<file path="src/rtl/lsu_mem_unit.sv">
// Load/store unit: byte-lane masks, store lane shifting and load extension over a word-granular memory port.
// Define LSU_MISALIGN_SPLIT_EN to split word-crossing misaligned accesses into two aligned accesses.
`timescale 1ns/1ps
module lsu_mem_unit #(
  parameter int XLEN   = 32,
  parameter int ADDR_W = 32
) (
  input  logic                     clk,
  input  logic                     rst,
  input  logic                     req_valid,
  output logic                     req_ready,
  input  logic                     req_we,
  input  logic [2:0]               req_funct3,
  input  logic [ADDR_W-1:0]        req_addr,
  input  logic [XLEN-1:0]          req_wdata,
  output logic                     resp_valid,
  output logic [XLEN-1:0]          resp_rdata,
  output logic                     resp_err,
  output logic [ADDR_W-1:0]        mem_address,
  output logic                     mem_read,
  output logic                     mem_write,
  output logic [XLEN/8-1:0]        mem_wmask,
  output logic [XLEN-1:0]          mem_wdata,
  input  logic [XLEN-1:0]          mem_rdata,
  input  logic                     mem_resp
);
  localparam int NBYTES = XLEN / 8;
  localparam int OFF_W  = $clog2(NBYTES);
`ifdef LSU_MISALIGN_SPLIT_EN
  localparam int SPAN = 2;
`else
  localparam int SPAN = 1;
`endif
  localparam int MW = SPAN * NBYTES;
  localparam int DW = SPAN * XLEN;

  typedef enum logic [1:0] {IDLE, ACC1, ACC2, DONE} state_t;
  state_t state;

  logic             we_q;
  logic [2:0]       f3_q;
  logic [OFF_W-1:0] off_q;
  logic [3:0]       sz;
  logic [OFF_W-1:0] off;
  logic             legal, mis, go_err;
  logic [MW-1:0]    lane_mask;
  logic [DW-1:0]    lane_data, merged;
  logic [XLEN-1:0]  ld_word, ld_result;
`ifdef LSU_MISALIGN_SPLIT_EN
  logic             split_q, cross;
  logic [NBYTES-1:0] wmask_hi;
  logic [XLEN-1:0]  wdata_hi, rd_lo;
`endif

  function automatic logic [3:0] size_of(input logic [2:0] f3);
    case (f3[1:0])
      2'b00:   return 4'd1;
      2'b01:   return 4'd2;
      2'b10:   return 4'd4;
      default: return 4'd8;
    endcase
  endfunction

  function automatic logic is_legal(input logic we, input logic [2:0] f3);
    if (we)
      return (f3 == 3'b000) || (f3 == 3'b001) || (f3 == 3'b010) || (f3 == 3'b011 && XLEN == 64);
    return (f3 != 3'b111) && ((f3 != 3'b011 && f3 != 3'b110) || XLEN == 64);
  endfunction

  // Sign/zero extension goes through a 64-bit temporary so both XLEN values elaborate.
  function automatic logic [XLEN-1:0] extend(input logic [XLEN-1:0] d, input logic [2:0] f3);
    logic [63:0] t;
    case (f3)
      3'b000:  t = {{56{d[7]}},  d[7:0]};
      3'b001:  t = {{48{d[15]}}, d[15:0]};
      3'b010:  t = {{32{d[31]}}, d[31:0]};
      3'b100:  t = {56'd0, d[7:0]};
      3'b101:  t = {48'd0, d[15:0]};
      3'b110:  t = {32'd0, d[31:0]};
      default: t = 64'(d);
    endcase
    return t[XLEN-1:0];
  endfunction

  always_comb begin
    sz        = size_of(req_funct3);
    off       = req_addr[OFF_W-1:0];
    legal     = is_legal(req_we, req_funct3);
    mis       = |(req_addr[3:0] & (sz - 4'd1));
    lane_mask = ((MW'(1) << sz) - MW'(1)) << off;
    lane_data = DW'(req_wdata) << {off, 3'b000};
`ifdef LSU_MISALIGN_SPLIT_EN
    cross     = (5'(off) + 5'(sz)) > 5'(NBYTES);
    go_err    = !legal;
    merged    = split_q ? {mem_rdata, rd_lo} : DW'(mem_rdata);
`else
    go_err    = !legal || mis;
    merged    = mem_rdata;
`endif
    ld_word   = XLEN'(merged >> {off_q, 3'b000});
    ld_result = extend(ld_word, f3_q);
  end

  assign req_ready = (state == IDLE);

  always_ff @(posedge clk) begin
    if (rst) begin
      state       <= IDLE;
      mem_read    <= 1'b0;
      mem_write   <= 1'b0;
      mem_wmask   <= '0;
      mem_address <= '0;
      mem_wdata   <= '0;
      resp_valid  <= 1'b0;
      resp_err    <= 1'b0;
      resp_rdata  <= '0;
    end else begin
      case (state)
        IDLE: if (req_valid) begin
          we_q       <= req_we;
          f3_q       <= req_funct3;
          off_q      <= off;
          resp_rdata <= '0;
          if (go_err) begin
            state      <= DONE;
            resp_valid <= 1'b1;
            resp_err   <= 1'b1;
          end else begin
            state       <= ACC1;
            resp_err    <= 1'b0;
            mem_address <= {req_addr[ADDR_W-1:OFF_W], {OFF_W{1'b0}}};
            mem_wmask   <= lane_mask[NBYTES-1:0];
            mem_wdata   <= lane_data[XLEN-1:0];
            mem_read    <= !req_we;
            mem_write   <= req_we;
`ifdef LSU_MISALIGN_SPLIT_EN
            split_q     <= cross;
            wmask_hi    <= lane_mask[MW-1:NBYTES];
            wdata_hi    <= lane_data[DW-1:XLEN];
`endif
          end
        end
        ACC1: if (mem_resp) begin
          mem_read  <= 1'b0;
          mem_write <= 1'b0;
`ifdef LSU_MISALIGN_SPLIT_EN
          if (split_q) begin
            state       <= ACC2;
            rd_lo       <= mem_rdata;
            mem_address <= mem_address + ADDR_W'(NBYTES);
            mem_wmask   <= wmask_hi;
            mem_wdata   <= wdata_hi;
          end else
`endif
          begin
            state      <= DONE;
            resp_valid <= 1'b1;
            resp_rdata <= we_q ? '0 : ld_result;
          end
        end
`ifdef LSU_MISALIGN_SPLIT_EN
        // Strobe drops for one cycle between the two halves, then re-arms.
        ACC2: if (!mem_read && !mem_write) begin
          mem_read  <= !we_q;
          mem_write <= we_q;
        end else if (mem_resp) begin
          mem_read   <= 1'b0;
          mem_write  <= 1'b0;
          state      <= DONE;
          resp_valid <= 1'b1;
          resp_rdata <= we_q ? '0 : ld_result;
        end
`endif
        DONE: begin
          resp_valid <= 1'b0;
          state      <= IDLE;
        end
        default: state <= IDLE;
      endcase
    end
  end
endmodule

</file>
<file path="config.mk">
export PLATFORM = sky130hd
export DESIGN_NAME = lsu_mem_unit
export DESIGN_NICKNAME = d
export VERILOG_FILES = /design/src/rtl/lsu_mem_unit.sv
export SDC_FILE = /design/constraint.sdc
export NUM_CORES = 1
export LEC_CHECK = 0
export CAP_MARGIN = 25
export CORE_MARGIN = 2
export CORE_UTILIZATION = 42
export CTS_CLUSTER_DIAMETER = 100
export DETAILED_ROUTE_END_ITERATION = 6
export GPL_TIMING_DRIVEN = 1
export PLACE_DENSITY = 0.77
export SYNTH_ARGS = -nofsm -noshare
export SYNTH_HDL_FRONTEND = slang
export SYNTH_SLANG_ARGS = --single-unit
</file>
<file path="constraint.sdc">
create_clock -name clk -period 2.3 [get_ports clk]
set_input_delay 0.23 -clock clk [delete_from_list [all_inputs] [get_ports clk]]
set_output_delay 0.23 -clock clk [all_outputs]
set_load 0.005 [all_outputs]
</file>
==> results.tsv, run 1 <==
metric	value	unit
synth-seq-cells	110	
syn_to_final_growth	52.9	%
dp_cells	817	
synth-edff-count	6	
holdPathStages	2	
crit_buf_inv	0	
viasPerCell	5.45	
grt_overflow	0	
crit_path_max_incr_delay	0.62	ns
period_share	80.4	%
drtIter0Drc	263	
ys_types	45	
grt_use_total	23.8	%
use_met1	28.2	%
gp_congestion	0.898	
grt_setup_unrepaired	false	
top_usage_layer	met2	
grt_pass1_wl	23500	um
clk_path_buf_depth	2	
arrival	2.07	ns
async_flop_share	0	%
portBuffers	206	
skew	0.00521	ns
initial_utilization	43.5	%
fin_crit	1.85	ns
reg2reg_depth	4	
cts_buffers	9	
peakVddDrop	0.000359	V
ys_top_cells_by_area	dfxtp_1 44%, nand2_1 6.9%, mux2_2 5.7%	
layout-drive-gt1-share	12.4	%
n_antenna_cell	0	
critical_path.max_fanout	8	
rows	38	
synth_most_common_cell	dfxtp_1	
root_buffer	clkbuf_16	
tns	0	ns
syn_area	4760	um2
hold_buffers	0	
die_area	12200	um2
grt_max_degree	54	
num_io_pins	209	
path_depth	4	
use_met3	7.74	%
grtUsageMet2	40.5	%
cp.required	2.52	ns
finalNonFillerCells	833	
antenna_found_initial	0	
p_per_area	577	nW/um2
yosys_warnings	0	
max_slew_margin	63.5	%
clk_latency	0.34	ns
synth_area_leader_cell	dfxtp_1	
cts.sink_count	110	
p_leak	2.62	nW
critPathCaptureType	flip-flop	
postRouteAntennaNets	0	
place_area	7000	um2
cp_slowest_cell	mux4_1	
cp_cell_sequence	mux4_1 > and3b_1 > a221oi_1 > o21ai_0	
status	completed	
die_x	110	um
maxCapViolCount	0	
cp_top_family	multiplexers	
h-tree-depth	3	
ys.flop_type	dfxtp_1	
place_hpwl	11200	um
nets	792	
clock.fmax	0.541	GHz
wl_per_cell	17.9	um
core_area	10900	um2
syn_area_per_cell	9.72	um2
finalHoldViolCount	0	
crit_type	flip-flop to flip-flop	
worstSetupStartpointType	flip-flop	
synthTopCellsByCount	104 x dfxtp_1, 88 x nand2_1, 46 x a21oi_1, 35 x nor2_1, 24 x mux2_2	
drc	0	
postRouteWirelength	14900	um
die_h	110	um
yosys.area.top_type_share	43.7	%
hold_path.class	input pin to flip-flop	
vias	4544	
ys_seq_area_share	47.5	%
cts.clk_slew.worst_paths	0.07	ns
setup_violations	0	
worst_pin_slew	0.547	ns
maxSlewViolCount	0	
finalInstanceArea	7280	um2
grt_pass1_vias	4443	
hold_slack	0.262	ns
cts_tree	done	
synthCells	490	
first_pass_iters	5	
-- state kept, by name (all words and copies together) (netlist names), 2 cells and up --
name         cells
f3_q             3
mem_address     30
mem_wdata       32
mem_wmask        4
off_q            2
resp_rdata      32
state            2
-- metal layers --
metal  part of all wire [%]  up-vias  routed length [um]
li1                       -     2171                   -
met1                     40     2138                5910
met2                     49      210                7260
met3                    9.6       25                1430
met4                    2.1        0                 318
met5                      0        -                   0
-- area by class of cell --
class | instances | area, um2
fill | 868 | 3660
multi-input combinational | 336 | 2300
sequential | 110 | 2260
timing repair buffer | 227 | 2250
clock buffer | 10 | 229
tap | 140 | 175
clock inverter | 6 | 45.0
inverter | 4 | 15.0
-- placed cells by master (no fill, tap or decap), drive strengths merged, types with 9 or more instances in the layout --
master	n
o2bb2ai	9
clkdlybuf4s50	205
o21ai	11
nor3	11
mux2	24
o211ai	9
a211oi	10
clkbuf	10
buf	22
a21oi	46
mux2i	19
nand2	88
nor2	37
a221o	16
dfxtp	104
-- worst paths after layout --
check	endpoint	startpoint	slack, ns
setup / recovery	resp_rdata[12]	off_q[1]	0.45
hold / removal	resp_valid	rst	0.26
setup reg to reg	resp_rdata[12]	off_q[1]	0.45
hold reg to reg	mem_wmask[2]	mem_wmask[2]	0.45
-- power breakdown --
part / switching, mW / internal, mW / total [mW] / leakage (nW)
Sequential: 0.0447 / 1.99 / 2.03 / 0.898
Clock: 0.701 / 0.744 / 1.44 / 0.132
Combinational: 0.312 / 0.412 / 0.724 / 1.59
-- kinds of logic (layout without fill, tap and decap cells) --
family	count (synthesis)	count (layout)	share of synthesized area, %
flip-flops	110	110	47.5
AO/OA/AOI/OAI	133	133	20.4
other	1	2	0.0788
XOR/XNOR	1	1	0.184
buffers and inverters	45	247	4.63
AND/OR/NAND/NOR	149	149	13.7
multiplexers	51	51	13.5
-- what timing repair did --
item                                    in CTS  in global routing
resized for setup                            0                  1
endpoints found under the setup margin       0                  1
setup buffers                                0                  0
-- stage by stage --
stage               util, %  worst slack [ns]  power (mW)
CTS                    66.5             0.258        4.23
finish                 66.5             0.451        4.20
detailed placement     64.0             0.184        2.80
floorplan                 -             0.425        2.37
global route           66.5             0.345        4.38
global placement       64.0             0.291        2.78
No activity file was read; power rests on OpenSTA's default activity.
==> run 2: changes to the inputs <==
clock period = 1.85 ns   (was 2.3 ns; I/O delays follow)
==> results.tsv, run 2 (synthesis results as in run 1) <==
metric	value	unit
cts.clk_slew.worst_paths	0.07	ns
die_x	110	um
root_buffer	clkbuf_16	
drc	0	
clk_path_buf_depth	2	
maxCapViolCount	0	
cp_cell_sequence	mux4_1 > and3b_2 > a221oi_1 > o21ai_0	
p_leak	2.74	nW
period_share	95.8	%
cts_tree	done	
peakVddDrop	0.000606	V
rr_startpoint	off_q[1]	
drtIter0Drc	223	
core_area	10900	um2
nFillCells	869	
top_usage_layer	met2	
critPathCaptureType	flip-flop	
final_cell_mix	205 x clkdlybuf4s50_1, 104 x dfxtp_1, 88 x nand2_1, 46 x a21oi_1	
cp_top_family	multiplexers	
grtUsageMet2	42.6	%
finalNonFillerCells	852	
initial_utilization	43.5	%
cts.sink_count	110	
worstSetupStartpointType	flip-flop	
die_area	12200	um2
hold_path.class	input pin to flip-flop	
critical_path.max_fanout	8	
rows	38	
grt_setup_unrepaired	false	
cts_buffers	9	
postRouteWirelength	15000	um
grt_use_total	24.4	%
finalHoldViolCount	0	
top_regs	mem_wdata (32), resp_rdata (32), mem_address (30)	
grt_pass1_vias	4669	
fin_util	68.4	%
grt_max_degree	52	
num_io_pins	209	
clock.fmax	0.564	GHz
grt_pass1_wl	24000	um
total_power	5.35	mW
reg2reg_depth	4	
holdPathStages	2	
dp_cells	836	
gp_congestion	0.860	
fin_crit	1.77	ns
tns	0	ns
crit_type	flip-flop to flip-flop	
crit_buf_inv	0	
r2r-end	resp_rdata[12]	
arrival	2.00	ns
cp_slowest_cell	mux4_1	
final_common_cell	clkdlybuf4s50_1	
status	completed	
crit_path_max_incr_delay	0.60	ns
clk_latency	0.34	ns
vias	4620	
multi_input_area	2320	um2
wl_per_cell	17.6	um
place_hpwl	11200	um
setup_violations	0	
min_to	resp_rdata[1]	
hold_buffers	0	
use_met1	27.4	%
layout-drive-gt1-share	15.2	%
worst_pin_slew	0.810	ns
p_per_area	716	nW/um2
finalInstanceArea	7480	um2
antenna_found_initial	0	
nets	811	
h-tree-depth	3	
first_pass_iters	5	
postRouteAntennaNets	0	
viasPerCell	5.42	
portBuffers	206	
r2r_setup_slack	0.08	ns
crit_start	off_q[1]	
n_antenna_cell	0	
die_h	110	um
syn_to_final_growth	57.1	%
maxSlewViolCount	0	
skew	0.00864	ns
cp.required	2.08	ns
area.sequential	2260	um2
use_met3	8.84	%
min_from	rst	
place_area	7170	um2
grt_overflow	0	
max_slew_margin	45.9	%
[run 2: worst max path at each step]
| stage | end | cells past startpoint |
|---|---|---|
| after floorplan | resp_rdata[16] | 6 |
| after global placement | mem_wdata[6] | 5 |
| after detailed placement | mem_wdata[2] | 5 |
| after CTS | resp_rdata[11] | 4 |
| after global routing | resp_rdata[12] | 4 |
| final | resp_rdata[12] | 4 |
[run 2: routing by layer]
metal,part of all wire (%),vias to the layer above
met1,39,2165
met5,0,-
li1,-,2216
met2,50,212
met4,2.4,0
met3,9.0,27
[run 2: through the flow]
stage          worst slack [ns]  hold slack (ns)
2_1_floorplan             0.138            0.284
3_5_place_dp             -0.174            0.446
3_3_place_gp             -0.119            0.434
5_1_grt                 0.00471            0.254
6_report                 0.0769            0.228
4_1_cts                  0.0837            0.210
[run 2: final cells by class]
cell class	instances	share of cell area, %
clock buffers	11	3.40
clock inverters	5	0.485
inverters	4	0.201
multi-input cells	336	31.0
flip-flops and latches	110	30.2
well taps	140	2.34
repair buffers	246	32.4
[run 2: power by group]
group	internal (mW)	switching [mW]
Clock	1.01	0.874
Combinational	0.547	0.409
Sequential	2.47	0.0487
[run 2: what timing repair did]
| item | CTS | global route |
|---|---|---|
| endpoints found under the setup margin | 0 | 4 |
| resized for setup | 0 | 3 |
| buffers inserted | 0 | 0 |
| hold endpoints to repair | 0 | 0 |
==> run 3: changes to the inputs <==
RECOVER_POWER = 25   (was not set)
==> results.tsv, run 3 (synthesis results as in run 1) <==
metric	value	unit
drc	0	
top_regs	mem_wdata (32), resp_rdata (32), mem_address (30)	
use_met1	27.4	%
crit_type	flip-flop to flip-flop	
cts.clk_slew.worst_paths	0.08	ns
total_switching_power	1.34	mW
cts_buffers	9	
grt_max_degree	52	
cts_tree	done	
clk_path_buf_depth	2	
use_met3	8.84	%
place_hpwl	11200	um
grt_overflow	0	
critical_path.max_fanout	8	
total_power	5.35	mW
grt_setup_unrepaired	false	
internal-power	4.01	mW
cp.required	2.08	ns
wl_per_cell	17.5	um
skew	0.0109	ns
n_antenna_cell	0	
p_per_area	716	nW/um2
num_io_pins	209	
antenna_found_initial	0	
gp_congestion	0.860	
clk_latency	0.35	ns
maxSlewViolCount	0	
worst_pin_slew	0.798	ns
worstSetupStartpointType	flip-flop	
holdPathStages	2	
setup_ws	0.0809	ns
grt_use_total	24.4	%
syn_to_final_growth	56.8	%
clock.fmax	0.565	GHz
max_slew_margin	46.7	%
p_sw_share	25.0	%
hold_slack	0.215	ns
die_h	110	um
place_ws	-0.174	ns
r2r_setup_slack	0.08	ns
nets	811	
p_clk_share	35.3	%
maxCapViolCount	0	
die_area	12200	um2
period_share	95.6	%
hold_path.class	input pin to flip-flop	
critPathCaptureType	flip-flop	
layout-drive-gt1-share	15.0	%
reg2reg_depth	4	
final_common_cell	clkdlybuf4s50_1	
status	completed	
rows	38	
top_usage_layer	met2	
portBuffers	206	
root_buffer	clkbuf_16	
pwr-share-comb	17.6	%
vias	4612	
die_x	110	um
fin_crit	1.77	ns
h-tree-depth	3	
drtIter0Drc	227	
setup_violations	0	
first_pass_iters	5	
r2r-end	resp_rdata[12]	
rr_startpoint	off_q[1]	
dp_cells	836	
cts.sink_count	110	
core_area	10900	um2
grt_pass1_vias	4669	
viasPerCell	5.41	
finalHoldViolCount	0	
finalNonFillerCells	852	
pwr-share-seq	47.1	%
peakVddDrop	0.000605	V
min_to	resp_rdata[1]	
final_cell_mix	160 x clkdlybuf4s50_1, 104 x dfxtp_1, 88 x nand2_1, 46 x a21oi_1, 45 x dlygate4sd3_1	
tns	0	ns
postRouteAntennaNets	0	
initial_utilization	43.5	%
arrival	2.00	ns
p_leak	2.86	nW
grt_pass1_wl	24000	um
min_from	rst	
postRouteWirelength	14900	um
grtUsageMet2	42.6	%
## run 3: final cells by class
class | count | area (um2)
fillers | 870 | 3470
multi-input cells | 336 | 2310
clock buffers | 11 | 254
flip-flops and latches | 110 | 2260
clock inverters | 5 | 36.3
inverters | 4 | 15.0
repair buffers | 246 | 2410
well taps | 140 | 175
## run 3: worst max path at each step
stage | slack (ns) | to | from | depth (start not counted)
global placement | -0.12 | mem_wdata[6] | req_funct3[2] | 5
floorplan | 0.14 | resp_rdata[16] | off_q[1] | 6
CTS | 0.08 | resp_rdata[11] | off_q[1] | 4
finish | 0.08 | resp_rdata[12] | off_q[1] | 4
detailed placement | -0.17 | mem_wdata[2] | req_we | 5
global route | 0.005 | resp_rdata[12] | off_q[1] | 4
## run 3: worst max-delay path: stages, from the launching register on
cell,delay (ns)
edfxtp_1,0.36
mux4_1,0.60
and3b_2,0.30
a221oi_1,0.27
o21ai_0,0.11
## run 3: per-layer routing
metal	up-vias	wire, um
li1	2226	-
met1	2147	5760
met2	210	7410
met3	29	1390
met4	0	384
met5	-	0
## run 3: power groups by stage
stage | registers (mW) | clock network, mW | logic, mW
floorplan | 2.57 | 0 | 0.381
global placement | 2.57 | 0 | 0.929
detailed placement | 2.57 | 0 | 0.946
CTS | 2.52 | 1.93 | 0.954
global route | 2.53 | 2.02 | 1.01
finish | 2.52 | 1.89 | 0.939
## run 3: what timing repair did
action                                  CTS  global route
gates resized for setup                   0             3
setup buffers                             0             0
hold buffers                              0             0
endpoints found under the setup margin    0             4
## run 3: per-stage QoR
stage               util (%)  instance area (um2)
floorplan                  -                 4770
global placement        65.6                 7170
detailed placement      65.6                 7170
CTS                     68.3                 7460
global route            68.2                 7460
finish                  68.2                 7460
